**src/rtl/jtag_scan_master.sv**
```systemverilog
`default_nettype none
// ============================================================================
//  Module   : jtag_scan_master
//  Purpose  : Clocked JTAG initiator. Turns IR/DR scan and TAP-reset commands
//             into TCK/TMS/TDI waveforms and returns the captured TDO bits.
//             Scans start from and return to Run-Test/Idle.
//  Options  : JTAG_RTI_CLOCK_EN - keep TCK running (TMS=0) while idle so the
//             TAP accumulates Run-Test/Idle clocks.
//  Revision : 1.0 - initial release
// ============================================================================
module jtag_scan_master #(
  parameter int CLK_DIV = 2,
  parameter int IR_LEN  = 8,
  parameter int DR_MAX  = 32,
  localparam int LENW   = $clog2(DR_MAX + 1)
) (
  input  logic              clock,
  input  logic              nReset,
  input  logic              cmd_valid,
  output logic              cmd_ready,
  input  logic              cmd_is_ir,
  input  logic [LENW-1:0]   cmd_len,
  input  logic [DR_MAX-1:0] cmd_data,
  input  logic              cmd_tlr,
  output logic              rsp_valid,
  output logic [DR_MAX-1:0] rsp_data,
  output logic              busy,
  output logic              tck,
  output logic              tms,
  output logic              tdi,
  input  logic              tdo
);

  localparam int DW = (CLK_DIV > 1) ? $clog2(CLK_DIV) : 1;
  localparam int CW = (LENW > 3) ? LENW : 3;
  localparam logic [DW-1:0]   DIV_LAST = DW'(CLK_DIV - 1);
  localparam logic [LENW-1:0] DR_MAX_L = LENW'(DR_MAX);
  localparam logic [LENW-1:0] IR_LEN_L = LENW'(IR_LEN);
  localparam logic [CW-1:0]   TLR_LAST = CW'(4);

  // Each non-READY state is one TCK cycle; TMS/TDI are the levels driven
  // during that cycle (SHIFT and the TLR states repeat under cnt).
  typedef enum logic [3:0] {
    INIT_TLR = 4'd0, READY = 4'd1, SEL_DR = 4'd2, SEL_IR = 4'd3,
    CAPTURE  = 4'd4, SHIFT = 4'd5, EXIT1  = 4'd6, UPDATE = 4'd7,
    IDLE_RET = 4'd8, TLR   = 4'd9
  } state_t;

  state_t            state, next_state;
  logic [CW-1:0]     cnt, next_cnt;
  logic [DR_MAX-1:0] sh, next_sh, cap;
  logic [DW-1:0]     div_cnt;
  logic [LENW-1:0]   len_r, shamt;
  logic              is_ir_r, tlr_r, start_pend, in_cmd;
  logic              active, tick, rise, fall, accept, go, finish;
  logic              tms_d, tdi_d;

  assign accept = cmd_valid & cmd_ready;
`ifdef JTAG_RTI_CLOCK_EN
  // TCK free-runs in READY; a latched command launches on a falling edge.
  assign active = 1'b1;
  assign go     = (state == READY) & start_pend & fall;
`else
  // TCK parked low in READY; a latched command launches the next clock.
  assign active = (state != READY);
  assign go     = (state == READY) & start_pend;
`endif
  assign tick   = active & (div_cnt == DIV_LAST);
  assign rise   = tick & ~tck;
  assign fall   = tick & tck;
  assign finish = (next_state == READY) & ((state != READY) | go);
  // Captured bits sit at the top of cap; this right-aligns them.
  assign shamt  = DR_MAX_L - len_r;

  // Next-state, shift data and pin levels for the upcoming TCK cycle
  always_comb begin
    next_state = state;
    next_cnt   = cnt;
    next_sh    = sh;
    case (state)
      INIT_TLR, TLR: if (fall) begin
        if (cnt == '0) next_state = IDLE_RET;
        else           next_cnt   = cnt - CW'(1);
      end
      IDLE_RET: if (fall) next_state = READY;
      READY: begin
        if (accept) next_sh = cmd_data;
        if (go) begin
          if (tlr_r) begin
            next_state = TLR;
            next_cnt   = TLR_LAST;
          end else if (len_r != '0) begin
            next_state = SEL_DR;
          end
        end
      end
      SEL_DR:  if (fall) next_state = is_ir_r ? SEL_IR : CAPTURE;
      SEL_IR:  if (fall) next_state = CAPTURE;
      CAPTURE: if (fall) begin
        next_state = SHIFT;
        next_cnt   = CW'(len_r) - CW'(1);
      end
      SHIFT: if (fall) begin
        next_sh = sh >> 1;
        if (cnt == '0) next_state = EXIT1;
        else           next_cnt   = cnt - CW'(1);
      end
      EXIT1:   if (fall) next_state = UPDATE;
      UPDATE:  if (fall) next_state = READY;
      default: next_state = INIT_TLR;
    endcase

    tms_d = 1'b0;
    tdi_d = 1'b0;
    case (next_state)
      INIT_TLR, TLR, SEL_DR, SEL_IR, EXIT1: tms_d = 1'b1;
      SHIFT: begin
        tms_d = (next_cnt == '0);
        tdi_d = next_sh[0];
      end
      default: ;
    endcase
  end

  // FSM state, bit counter, shift-out data and registered TMS/TDI
  always_ff @(posedge clock or negedge nReset) begin
    if (!nReset) begin
      state <= INIT_TLR;
      cnt   <= TLR_LAST;
      sh    <= '0;
      tms   <= 1'b1;
      tdi   <= 1'b0;
    end else begin
      state <= next_state;
      cnt   <= next_cnt;
      sh    <= next_sh;
      tms   <= tms_d;
      tdi   <= tdi_d;
    end
  end

  // TCK divider: one toggle every CLK_DIV clocks while active
  always_ff @(posedge clock or negedge nReset) begin
    if (!nReset) begin
      div_cnt <= '0;
      tck     <= 1'b0;
    end else if (!active) begin
      div_cnt <= '0;
      tck     <= 1'b0;
    end else if (tick) begin
      div_cnt <= '0;
      tck     <= ~tck;
    end else begin
      div_cnt <= div_cnt + DW'(1);
    end
  end

  // Command latch, TDO capture, response and handshake flags
  always_ff @(posedge clock or negedge nReset) begin
    if (!nReset) begin
      cap        <= '0;
      len_r      <= '0;
      is_ir_r    <= 1'b0;
      tlr_r      <= 1'b0;
      start_pend <= 1'b0;
      in_cmd     <= 1'b0;
      cmd_ready  <= 1'b0;
      rsp_valid  <= 1'b0;
      rsp_data   <= '0;
      busy       <= 1'b1;
    end else begin
      if (rise && state == SHIFT) cap <= {tdo, cap[DR_MAX-1:1]};
      if (accept) begin
        cap        <= '0;
        is_ir_r    <= cmd_is_ir & ~cmd_tlr;
        tlr_r      <= cmd_tlr;
        if (cmd_tlr)        len_r <= '0;
        else if (cmd_is_ir) len_r <= IR_LEN_L;
        else                len_r <= (cmd_len > DR_MAX_L) ? DR_MAX_L : cmd_len;
        start_pend <= 1'b1;
        in_cmd     <= 1'b1;
        busy       <= 1'b1;
      end else if (go) begin
        start_pend <= 1'b0;
      end
      rsp_valid <= finish & in_cmd;
      if (finish) begin
        busy   <= 1'b0;
        in_cmd <= 1'b0;
        if (in_cmd) rsp_data <= cap >> shamt;
      end
      cmd_ready <= (state == READY) & ~busy & ~accept;
    end
  end

endmodule
`default_nettype wire

```
**config.mk**
```make
export PLATFORM = sky130hd
export DESIGN_NAME = jtag_scan_master
export DESIGN_NICKNAME = d
export VERILOG_FILES = /design/src/rtl/jtag_scan_master.sv
export SDC_FILE = /design/constraint.sdc
export NUM_CORES = 1
export LEC_CHECK = 0
export CAP_MARGIN = 20
export CORE_AREA = 2 2 128 130
export CTS_CLUSTER_DIAMETER = 200
export DETAILED_ROUTE_END_ITERATION = 7
export DIE_AREA = 0 0 130 132
export PLACE_DENSITY = 0.73
export RECOVER_POWER = 50
export SYNTH_ARGS = -nofsm -noshare
export SYNTH_HDL_FRONTEND = slang
export SYNTH_SLANG_ARGS = --single-unit
```
**constraint.sdc**
```tcl
create_clock -name clock -period 3 [get_ports clock]
set_input_delay 0.6 -clock clock [delete_from_list [all_inputs] [get_ports clock]]
set_output_delay 0.6 -clock clock [all_outputs]
set_load 0.05 [all_outputs]
```
=== Word-level counts from Yosys, hierarchy flattened ===
Cells that the tools add are included.

* Bits in registers: 123
* Latch bits: 0
* RAM bits: 0
* ROM bits: 0
* Bits of input ports: 44
* Output and inout bits: 38
* Memories: 0

* Add/sub/neg operators: 4
* Multiply operators: 0
* Divide/modulo/power cells: 0
* Order comparisons: 1
* Eq/ne operators: 19
* Shifts and indexed selects: 1
* Multiplexer cells: 38
* Bitwise logic cells: 15
* Reductions and logical operators: 16

{| class="wikitable"
|+ Operator list
! operator !! number
|-
| $mux 32 || 4
|-
| $pmux 32 s2 || 1
|-
| $mux 4 || 12
|-
| $mux 6 || 8
|-
| $pmux 4 s8 || 1
|-
| $shr 32x6->32 || 1
|-
| $eq 4x3->1 const B || 6
|-
| $pmux 6 s3 || 1
|-
| $eq 4x2->1 const B || 4
|-
| $eq 4x4->1 const B || 3
|-
| $logic_not 6->1 || 2
|-
| $sub 6x1->6 const B || 2
|-
| $and 1x1->1 || 10
|-
| $mux 1 || 9
|-
| $eq 4x1->1 const B || 2
|-
| $logic_not 4->1 || 2
|-
| $reduce_bool 2->1 || 4
|-
| $gt 6x6->1 const B || 1
|-
| $reduce_bool 6->1 || 1
|-
| $sub 6x6->6 const A || 1
|-
| $reduce_or 5->1 || 1
|-
| $ne 2x2->1 const B || 2
|-
| $ne 4x1->1 const B || 1
|-
| $not 1->1 || 4
|-
| 10 further kinds || 11
|}

=== Logic depth before layout (Yosys ltp) ===
* Depth after elaboration: 8
* Depth in mapped cells: 14
* Mapped depth without buffers: 9

=== Least setup slack after synthesis ===
No wires, ideal clock.

* Kind: flip-flop to flip-flop
* From: register len_r[0]
* To: register rsp_data[30]
* Setup time: 0.139 ns
* Data arrival time: 3.163 ns
* Slack: -0.302 ns
* Cell stages (with the launch flop): 15
* Buffers on the path: 5
* Path through: dfrtp_1 buf_2 inv_2 buf_1 ha_1 nor3b_4 a21oi_1 a21oi_1 o21ai_1 or4_1 buf_2 buf_6 buf_2 nand2_1 o41ai_2

* Longest elaborated chain between the ends: 8
* Elaborated cells between the ends (all ways): 10
* Those cells by class: add/sub (1); eq/ne (1); shift (1); mux (4); bitwise (1); reduce/logical (2)

{| class="wikitable"
|+ Ends and longest elaborated chain
! element !! line !! RTL
|-
| from (decl) || 53 || <nowiki>logic [LENW-1:0] len_r, shamt;</nowiki>
|-
| from (signal assigned) || 179 || <nowiki>else len_r <= (cmd_len > DR_MAX_L) ? DR_MAX_L : cmd_len;</nowiki>
|-
| $reduce_bool 6->1 || 92 || <nowiki>end else if (len_r != '0) begin</nowiki>
|-
| $mux 4 || 92 ||
|-
| $mux 4 || 89 || <nowiki>if (tlr_r) begin</nowiki>
|-
| $mux 4 || 88 || <nowiki>if (go) begin</nowiki>
|-
| $pmux 4 s8 || 80 || <nowiki>case (state)</nowiki>
|-
| named net next_state[1] || 49 || <nowiki>state_t state, next_state;</nowiki>
|-
| $eq 4x1->1 || 71 || <nowiki>assign finish = (next_state == READY) & ((state != READY) | go);</nowiki>
|-
| $and 1x1->1 || 71 ||
|-
| $reduce_and 2->1 (no source line) || n/a ||
|-
| to (signal assigned) || 190 || <nowiki>if (in_cmd) rsp_data <= cap >> shamt;</nowiki>
|-
| to (decl) || 26 || <nowiki>output logic [DR_MAX-1:0] rsp_data,</nowiki>
|}

The timed path passes the listed nets, and every way through them passes these cells.
A chain may end at the register's enable or synchronous reset.

=== Worst setup path after layout ===
* From: register state[2]
* To: register tms

* Longest elaborated chain between the ends: 8
* Elaborated cells between the ends (all ways): 43
* Those cells by class: eq/ne (15); mux (18); bitwise (3); reduce/logical (7)

{| class="wikitable"
|+ Ends and longest elaborated chain
! element !! line !! RTL
|-
| from (decl) || 49 ||
|-
| from (signal assigned) || 134 || <nowiki>state <= next_state;</nowiki>
|-
| $ne 4x1->1 || 65 || <nowiki>assign active = (state != READY);</nowiki>
|-
| $and 1x1->1 || 68 || <nowiki>assign tick = active & (div_cnt == DIV_LAST);</nowiki>
|-
| $and 1x1->1 || 70 || <nowiki>assign fall = tick & tck;</nowiki>
|-
| $mux 4, or another cell as far along || 85, 109 ||
|-
| $pmux 4 s8 || 80 ||
|-
| $eq 4x4->1, or another cell as far along || 115 || <nowiki>case (next_state)</nowiki>
|-
| $reduce_or 5->1 || 115 ||
|-
| $pmux 1 s2 (*) || 115 ||
|-
| named net tms_d || 56 || <nowiki>logic tms_d, tdi_d;</nowiki>
|-
| to (signal assigned) || 137 || <nowiki>tms <= tms_d;</nowiki>
|-
| to (decl) || 29 || <nowiki>output logic tms,</nowiki>
|}

The timed path passes the listed nets; every way through them passes the cells marked *.

==> qor.yml <==
timing:
  fin_crit_sh_pct: 96.10
  hold_ws_ns: 0.3960
  setup_viol: 0
  period_minus_slack_ns: 2.883
  maxSlewViolCount: 44
  skew_ns: 0.008450
  final.setup.tns_ns: 0
  maxClockFrequency_mhz: 346.9
  slew_headroom_pct: -16.43
  rsz0062_at_grt: "false"
  worstMarginPinSlew_ns: 1.747
  hold_violations: 0
worst_setup_path:
  cp.arrival_ns: 3.18
  critPathLaunchType: "flop"
  end_kind: "flop"
  worstPathRequired_ns: 3.30
  worstSetupPathType: "flop to flop"
  crit_fanout: 13
pwr:
  totalPowerFinal_w: 0.01116
  vdd_drop_max_uv: 564.5
  power.density_mw_per_mm2: 1303
  p_leak_nw: 3.914
drt:
  avgViaCountPerCell: 5.554
  antenna_left: 0
  drtIter0Drc: 624
  routed_wl_mm: 16.81
  routedWlPerCell_um: 15.77
  vias: 5921
  drtPass1Iterations: 8
  drc: 1
placement:
  portBuffers: 81
  place_congestion: 0.9204
  hpwl_mm: 11.82
floorplan:
  die_width_um: 130
  rows: 46
  die_h_um: 132
  boundaryPins: 82
  start_util_pct: 44.06
  die_area_mm2: 0.01716
  design.core.area_mm2: 0.01571
logic_synthesis:
  synth_area_leaders: "dfrtp_1 (43%), nand2_1 (8.7%), mux2i_1 (8.2%)"
  asyncSetResetFlopFracSynth_pct: 100.0
  synth_edf_count: 0
  yosysWarningCount: 0
  yosys.cell_types.count: 65
  synth_area_leader_cell: "dfrtp_1"
  synth_seq_cells: 123
  postSynthAreaPerCell_um2: 9.014
  synth-seq-area-share_pct: 44.51
  synth_area_mm2: 0.006923
  synthCells: 768
  synthesis.nets: 816
  synth.top_cell.area_share_pct: 43.38
  synth_ff_type: "dfrtp_1"
cts:
  cts_buffers: 17
  cts_max_level: 4
  holdBufCountCts: 0
  clock_latency_ns: 0.42
  cts_tree: "built"
  clockRootBuffer: "clkbuf_16"
  cts_sinks: 123
  cts.clk_slew.worst_paths_ns: 0.06
  clockBufferDepth: 2
global_routing:
  grt_pass1_wl_mm: 28.07
  first_global_vias: 5572
  track_usage_pct: 20.28
  grt_overflow: 0
  grt_max_degree: 59
  antenna_found_initial: 0
final_layout:
  area_growth_pct: 23.80
  diodes: 0
  drive_above_1_share_pct: 10.71
  fillers: 1416
  fin_nets: 886
flow_run:
  cap_violations: 2
outcome:
  violations: "design-rule violations, max-capacitance violations, max-slew violations"
  status: "complete, but fails checks"
hold_path:
  hold_class: "input pin to async pin"
## placed cells by master (no fill, tap or decap), types with 5 or more instances in the layout
master	count
a21oi_1	57
a222oi_1	31
a31oi_1	7
buf_4	22
clkbuf_16	18
clkdlybuf4s50_1	76
dfrtp_1	120
inv_1	37
mux2_2	8
mux2i_1	57
mux4_2	5
nand2_1	161
nand2b_1	7
nand3_1	11
nand4_1	5
nor2_1	41
nor3_1	10
o21ai_0	34
o22a_1	8
o22ai_1	9
o31ai_1	16
xnor2_1	7
## layout make-up
cell class | count | area, um^2 | share of cell area [%]
tap | 216 | 270.3 | 3.153
sequential | 123 | 3082 | 35.96
inverter | 39 | 146.4 | 1.708
clock buffer | 17 | 425.4 | 4.964
clock inverter | 14 | 123.9 | 1.445
multi-input combinational | 546 | 3466 | 40.44
timing repair buffer | 111 | 1057 | 12.34
## synthesized netlist by cell type, drive strengths merged (3+ instances only)
cell	count
inv	39
dfrtp	120
o22ai	9
a31oi	7
nor3b	4
nand4	5
a21o	3
xnor2	7
nor4	4
buf	20
clkbuf	40
o21ai	36
o22a	8
or3	3
mux2i	57
xor2	5
mux4	5
nor2	43
nand3	11
a21oi	57
nor2b	4
nand3b	3
mux2	8
o41ai	3
dfstp	3
o21bai	3
nand2b	7
o31ai	16
a222oi	31
nor3	12
nand2	162
ha	4
## per-stage QoR
step | cells | utilization (%) | worst slack (ns) | cell area [um^2]
3_3_place_gp | 1034 | 51.08 | 0.2227 | 8025
2_1_floorplan | 768 | - | 0.004809 | 6927
3_5_place_dp | 1034 | 51.08 | 0.1474 | 8025
4_1_cts | 1065 | 54.57 | 0.1406 | 8574
6_report | 1066 | 54.55 | 0.1170 | 8571
5_1_grt | 1066 | 54.55 | 0.04450 | 8571
## sequential cells by signal, indices dropped and copies added, names as in the netlist
register	flops
busy	1
cap	32
cmd_ready	1
cnt	6
div_cnt	1
in_cmd	1
is_ir_r	1
len_r	6
rsp_data	32
rsp_valid	1
sh	32
start_pend	1
state	4
tck	1
tdi	1
tlr_r	1
tms	1
## kinds of logic after synthesis
kind of cell,synth area share (%)
adder cells (fa/ha/maj),0.7230
multiplexers,11.17
XOR/XNOR,1.518
AND/OR/NAND/NOR,17.42
buffers and inverters,5.874
flip-flops,44.51
AO/OA/AOI/OAI,18.78
## path summary, 6_finish.rpt
kind	depth (start not counted)	endpoint	slack (ns)	start
hold / removal	1	cap[26]$_DFFE_PN0P_	0.40	nReset
hold reg to reg	2	rsp_data[14]$_DFFE_PN0P_	0.48	rsp_data[14]$_DFFE_PN0P_
max in group asynchronous	2	sh[9]$_DFFE_PN0P_	0.64	nReset
setup / recovery	8	tms$_DFF_PN1_	0.12	state[2]$_DFF_PN0_
min in group clock	2	rsp_data[14]$_DFFE_PN0P_	0.48	rsp_data[14]$_DFFE_PN0P_
setup reg to reg	8	tms$_DFF_PN1_	0.12	state[2]$_DFF_PN0_
## where the power goes
part,switching (W),total [W],internal (W)
combinational,0.00403,0.00649,0.00247
clock,0.000775,0.00191,0.00113
sequential,0.000524,0.00276,0.00224
total,0.00533,0.0112,0.00584
## routing by layer
| metal | wire length (um) | global-route usage, % |
|---|---|---|
| met1 | 7796 | 29.50 |
| met2 | 7881 | 30.02 |
| met3 | 768 | 3.815 |
| met4 | 359 | 7.646 |
| met5 | 0 | 0 |
## worst max-delay path, stage by stage, from the launching register on
cell and delay, ns:
dfrtp_1 0.46, buf_4 0.22, nor4b_1 0.86, nor2_1 0.22
nand2_1 0.16, nor3_1 0.07, mux2i_1 0.15, o21ai_0 0.14
o41ai_1 0.47
## what timing repair did
item                                    4_1_cts  5_1_grt
setup buffers                                 0        0
resized for setup                             0        1
endpoints found under the setup margin        0        1
Note: power is estimated with default switching activity, not from simulation.
==> edit 1: new RTL, same settings <==
`CLK_DIV`: 2 -> 1.
--- a/src/rtl/jtag_scan_master.sv
+++ b/src/rtl/jtag_scan_master.sv
@@ -9,7 +9,7 @@
 //  Revision : 1.0 - initial release
 // ============================================================================
 module jtag_scan_master #(
-  parameter int CLK_DIV = 2,
+  parameter int CLK_DIV = 1,
   parameter int IR_LEN  = 8,
   parameter int DR_MAX  = 32,
   localparam int LENW   = $clog2(DR_MAX + 1)
Function: changed (Yosys sat finds a counterexample within 4 cycles, from zero or initial values and one cycle with nReset low).
==> edit 1 against the original RTL <==
The flow finishes with violations (max-capacitance violations, max-slew violations); global-route usage is 0.91 points higher; routed wire length rose by 2.8%; setup slack better by 0.044 ns; final area rose by 2.8%; total power down 5.8%; area after synthesis grew 0.85%; highest routed layer unchanged; sequential cell count stayed put.
==> edit 1: results (changes against the original RTL) <==
Route
  • Met3 Wirelength: 812 microns (+5.7%)
  • DRC Markers: 0 (-1)
  • Drt via density: 5.49 (-1.2%)
  • Drt pass-1 iters: 5 (-3)
  • Final Routed Wirelength: 17.3 mm (+2.8%)
  • WL met2: 7.80 mm (-1.1%)
  • Length of routed wiring on met1: 8.49 mm (+8.9%)
  • Detailed Route Iter0 Violations: 532 (-15%)

Layout
  • Fraction of final layout cells with drive strength greater than 1: 13.7% (+3.0 points)
  • Fill cells: 1450 (+2.4%)
  • Final-stage net count: 925 (+4.4%)

Synth
  • Synthesized-area fraction occupied by ao, oa, aoi and oai cells: 19.3% (+0.56 points)
  • XOR/XNOR Fraction of Synth Area: 1.25% (-0.26 points)
  • Most numerous cell types in the synthesized netlist: sky130_fd_sc_hd__nand2_1 (238), sky130_fd_sc_hd__dfrtp_1 (120), sky130_fd_sc_hd__a21oi_1 (56)
  • Area share of the leading cell type in the synthesized netlist: 43.0% (-0.37 points)
  • Synth Net Count: 838 (+2.7%)
  • Unique masters post-synth: 64 (-1.5%)
  • Sequential share of the synthesized area: 44.1% (-0.37 points)
  • Post-Synth Adder-Cell Area: 0.717% (-0.0061 points)
  • Dominant cells by area after synthesis: sky130_fd_sc_hd__dfrtp_1 (43%), sky130_fd_sc_hd__nand2_1 (13%), sky130_fd_sc_hd__mux4_2 (5.5%), sky130_fd_sc_hd__a21oi_1 (4.0%), sky130_fd_sc_hd__o21ai_0 (3.7%)
  • Multiplexer fraction of the synthesized cell area: 10.2% (-0.94 points)

Status
  • Failing checks: max-capacitance violations, max-slew violations
  • Outcome: finished with violations

Timing
  • Clock Skew: 0.0182 ns (+0.00975 ns)
  • Max-slew violation count: 82 (+86%)
  • Final hold viol count: 0 (unchanged)
  • Post-route worst hold slack: 0.466 ns (+0.0695 ns)

Setup path
  • Critical path fanouts, max: 19 (+6)
  • Minimum setup slack among reg-to-reg paths: 0.16 ns (+0.04 ns)
  • Reg2Reg Capture Point: rsp_data[19]$_DFFE_PN0P_
  • Slowest cell on the critical path: sky130_fd_sc_hd__or4_4
  • Logic depth of the worst register-to-register path: 9 (+1)
  • Startpoint of the worst-slack reg-to-reg timing path: len_r[1]$_DFFE_PN0P_
  • WP data arrival: 3.15 ns (-0.03 ns)

Power
  • Share of total power in combinational logic: 55.0% (-3.2 points)
  • Clock group power: 2.05 mW (+7%)
  • Worst ir drop on vdd: 0.821 mV (+45%)

Placed design
  • Total placed instance area: 0.00822 sq mm (+2.4%)
  • RePlAce Congestion: 0.921 (about the same)

GRT
  • Met3 Resource Use GR: 3.73% (-0.081 points)
  • Met1 track demand over resource in global routing: 32.1% (+2.6 points)
  • Pin count of the biggest net entering global routing: 44 (-25%)
  • Via count of the first global-routing pass: 5802 (+4.1%)
  • Gr usage total: 21.2% (+0.91 points)
  • Met2 demand-to-capacity share in global routing: 30.9% (+0.90 points)
  • Global-route wire length before repair: 29.3 mm (+4.3%)

Clocking
  • Count of cells resized by post-cts repair: 1 (+1)

Hold path
  • Worst min-delay path category: reg -> reg

Run
  • Max-Cap Viols: 2 (unchanged)
[edit 1: worst max-delay path by stage]
stage,slack [ns],endpoint,from
after floorplan,0.03,rsp_data[24]$_DFFE_PN0P_,len_r[0]$_DFFE_PN0P_
after global placement,0.03,rsp_data[5]$_DFFE_PN0P_,len_r[0]$_DFFE_PN0P_
after detailed placement,-0.04,rsp_data[19]$_DFFE_PN0P_,len_r[0]$_DFFE_PN0P_
after CTS,0.01,rsp_data[29]$_DFFE_PN0P_,len_r[0]$_DFFE_PN0P_
after global routing,0.03,rsp_data[17]$_DFFE_PN0P_,len_r[1]$_DFFE_PN0P_
final,0.16,rsp_data[19]$_DFFE_PN0P_,len_r[1]$_DFFE_PN0P_
[edit 1: metrics by stage]
stage                     instances  util, %  total power [mW]  setup slack, ns
final                          1106     56.1              10.5            0.161
after global routing           1106     56.1              11.2           0.0338
after CTS                      1106     56.1              10.5           0.0117
after detailed placement       1074     52.3              8.42          -0.0390
after global placement         1074     52.3              8.34           0.0273
after floorplan                 790        -              6.60           0.0253
[edit 1: logic make-up (layout without fill, tap and decap cells)]
family / Yosys count / count (layout)
AO/OA/AOI/OAI: 207 / 207
XOR/XNOR: 10 / 10
adder cells (fa/ha/maj): 4 / 4
buffers and inverters: 72 / 172
flip-flops: 123 / 123
multiplexers: 49 / 49
other: 1 / 1
AND/OR/NAND/NOR: 324 / 324
[edit 1: layout make-up]
| class | count | share of cell area, % |
|---|---|---|
| timing repair buffer | 129 | 13.5 |
| sequential | 123 | 35.0 |
| tap | 216 | 3.07 |
| clock inverter | 14 | 1.85 |
| inverter | 11 | 0.497 |
| clock buffer | 18 | 4.99 |
| multi-input combinational | 595 | 41.1 |
==> edit 2: new RTL, config.mk and constraints unchanged <==
Made on the original files. Encoding of `state_t`: now Gray code (4 bits for 10 states).
--- a/src/rtl/jtag_scan_master.sv
+++ b/src/rtl/jtag_scan_master.sv
@@ -41,9 +41,9 @@
   // Each non-READY state is one TCK cycle; TMS/TDI are the levels driven
   // during that cycle (SHIFT and the TLR states repeat under cnt).
   typedef enum logic [3:0] {
-    INIT_TLR = 4'd0, READY = 4'd1, SEL_DR = 4'd2, SEL_IR = 4'd3,
-    CAPTURE  = 4'd4, SHIFT = 4'd5, EXIT1  = 4'd6, UPDATE = 4'd7,
-    IDLE_RET = 4'd8, TLR   = 4'd9
+    INIT_TLR = 4'b0000, READY = 4'b0001, SEL_DR = 4'b0011, SEL_IR = 4'b0010,
+    CAPTURE  = 4'b0110, SHIFT = 4'b0111, EXIT1  = 4'b0101, UPDATE = 4'b0100,
+    IDLE_RET = 4'b1100, TLR   = 4'b1101
   } state_t;
 
   state_t            state, next_state;
Behaviour: no difference found for any inputs over 10 cycles, from zero or initial values and one cycle with nReset low; not proved beyond that.
==> edit 2 against the original RTL <==
Via count increased by 0.10%; sequential share of layout area decreased by 0.51 points; total power decreased by 4.2%; critical path depth increased by 1; hold slack improved by 0.021 ns; sequential cell count unchanged; combinational power decreased by 10%; routed wire length increased by 5.9%; area after synthesis increased by 2.1%; final area increased by 1.5%; cell count decreased by 2.3%; setup slack improved by 0.13 ns.
==> edit 2: results (changes against the original RTL) <==
Setup path
  • Critical Path Source: len_r[0]$_DFFE_PN0P_
  • Largest incremental delay on the critical path: 0.57 ns (-0.29 ns)
  • Critical path fanouts, max: 29 (+16)
  • Startpoint of the worst-slack reg-to-reg timing path: len_r[0]$_DFFE_PN0P_
  • Slowest cell on the critical path: sky130_fd_sc_hd__o41ai_1
  • Logic depth of the worst register-to-register path: 9 (+1)
  • Capture point of the worst path: rsp_data[7]$_DFFE_PN0P_

Synth
  • Unique masters post-synth: 64 (-1.5%)
  • Synth Cell Area: 0.00707 sq mm (+2.1%)
  • Synth Net Count: 791 (-3.1%)
  • Most numerous cell types in the synthesized netlist: sky130_fd_sc_hd__nand2_1 (181), sky130_fd_sc_hd__dfrtp_1 (120), sky130_fd_sc_hd__a21oi_1 (54)
  • Number of instances in the synthesized netlist: 743 (-3.3%)

GRT
  • Via count of the first global-routing pass: 5918 (+6.2%)
  • Gr usage total: 22.0% (+1.7 points)
  • Global-route wire length before repair: 30.0 mm (+7.0%)

Route
  • DR WL/cell: 17.1 microns (+8.5%)
  • Drt via density: 5.69 (+2.5%)
  • Drt pass-1 iters: 6 (-2)

Power
  • Static leakage: 3.80 nW (-2.9%)
  • Worst ir drop on vdd: 0.757 mV (+34%)

Status
  • Outcome: complete, no violations

Layout
  • Reg area: 0.00308 sq mm (about the same)
  • Relative area of non-clock buffer cells in the final design: 11.3% (-1.1 points)
  • Non-clock inverter total of the final layout: 14 (-64%)
  • Final-stage net count: 860 (-2.9%)
  • Number of buffers outside the clock class in the layout: 107 (-3.6%)
  • Multi-Input Combinational: 549 (+0.55%)
  • Clk_buf instances: 25 (+8)

Placed design
  • Half-perimeter wire length of the detailed placement result: 12.5 mm (+5.5%)
  • Total placed instance area: 0.00816 sq mm (+1.7%)
  • Cell count after placement: 1009 (-2.4%)

Timing
  • Crit path time final: 2.76 ns (-0.126 ns)
## edit 2: cell families (layout without fill, tap and decap cells)
family | Yosys count | in the layout | share of synthesized area (%)
AO/OA/AOI/OAI | 163 | 163 | 14.9
XOR/XNOR | 11 | 11 | 1.36
adder cells (fa/ha/maj) | 4 | 4 | 0.708
buffers and inverters | 71 | 153 | 4.09
flip-flops | 123 | 123 | 43.6
multiplexers | 83 | 83 | 17.3
AND/OR/NAND/NOR | 288 | 288 | 18.0
## edit 2: metal layers
metal	GRT usage (%)	vias up	part of all wire [%]
li1	-	2800	-
met1	31.7	2919	46
met2	33.1	173	47
met3	4.83	35	4.6
met4	7.17	0	1.8
met5	0	-	0
## edit 2: power by group
part           internal, mW  switching, mW  total, mW  leakage, nW
Sequential             2.22          0.629       2.85         1.64
Clock                  1.30          0.715       2.02        0.287
Combinational          2.37           3.46       5.83         1.87
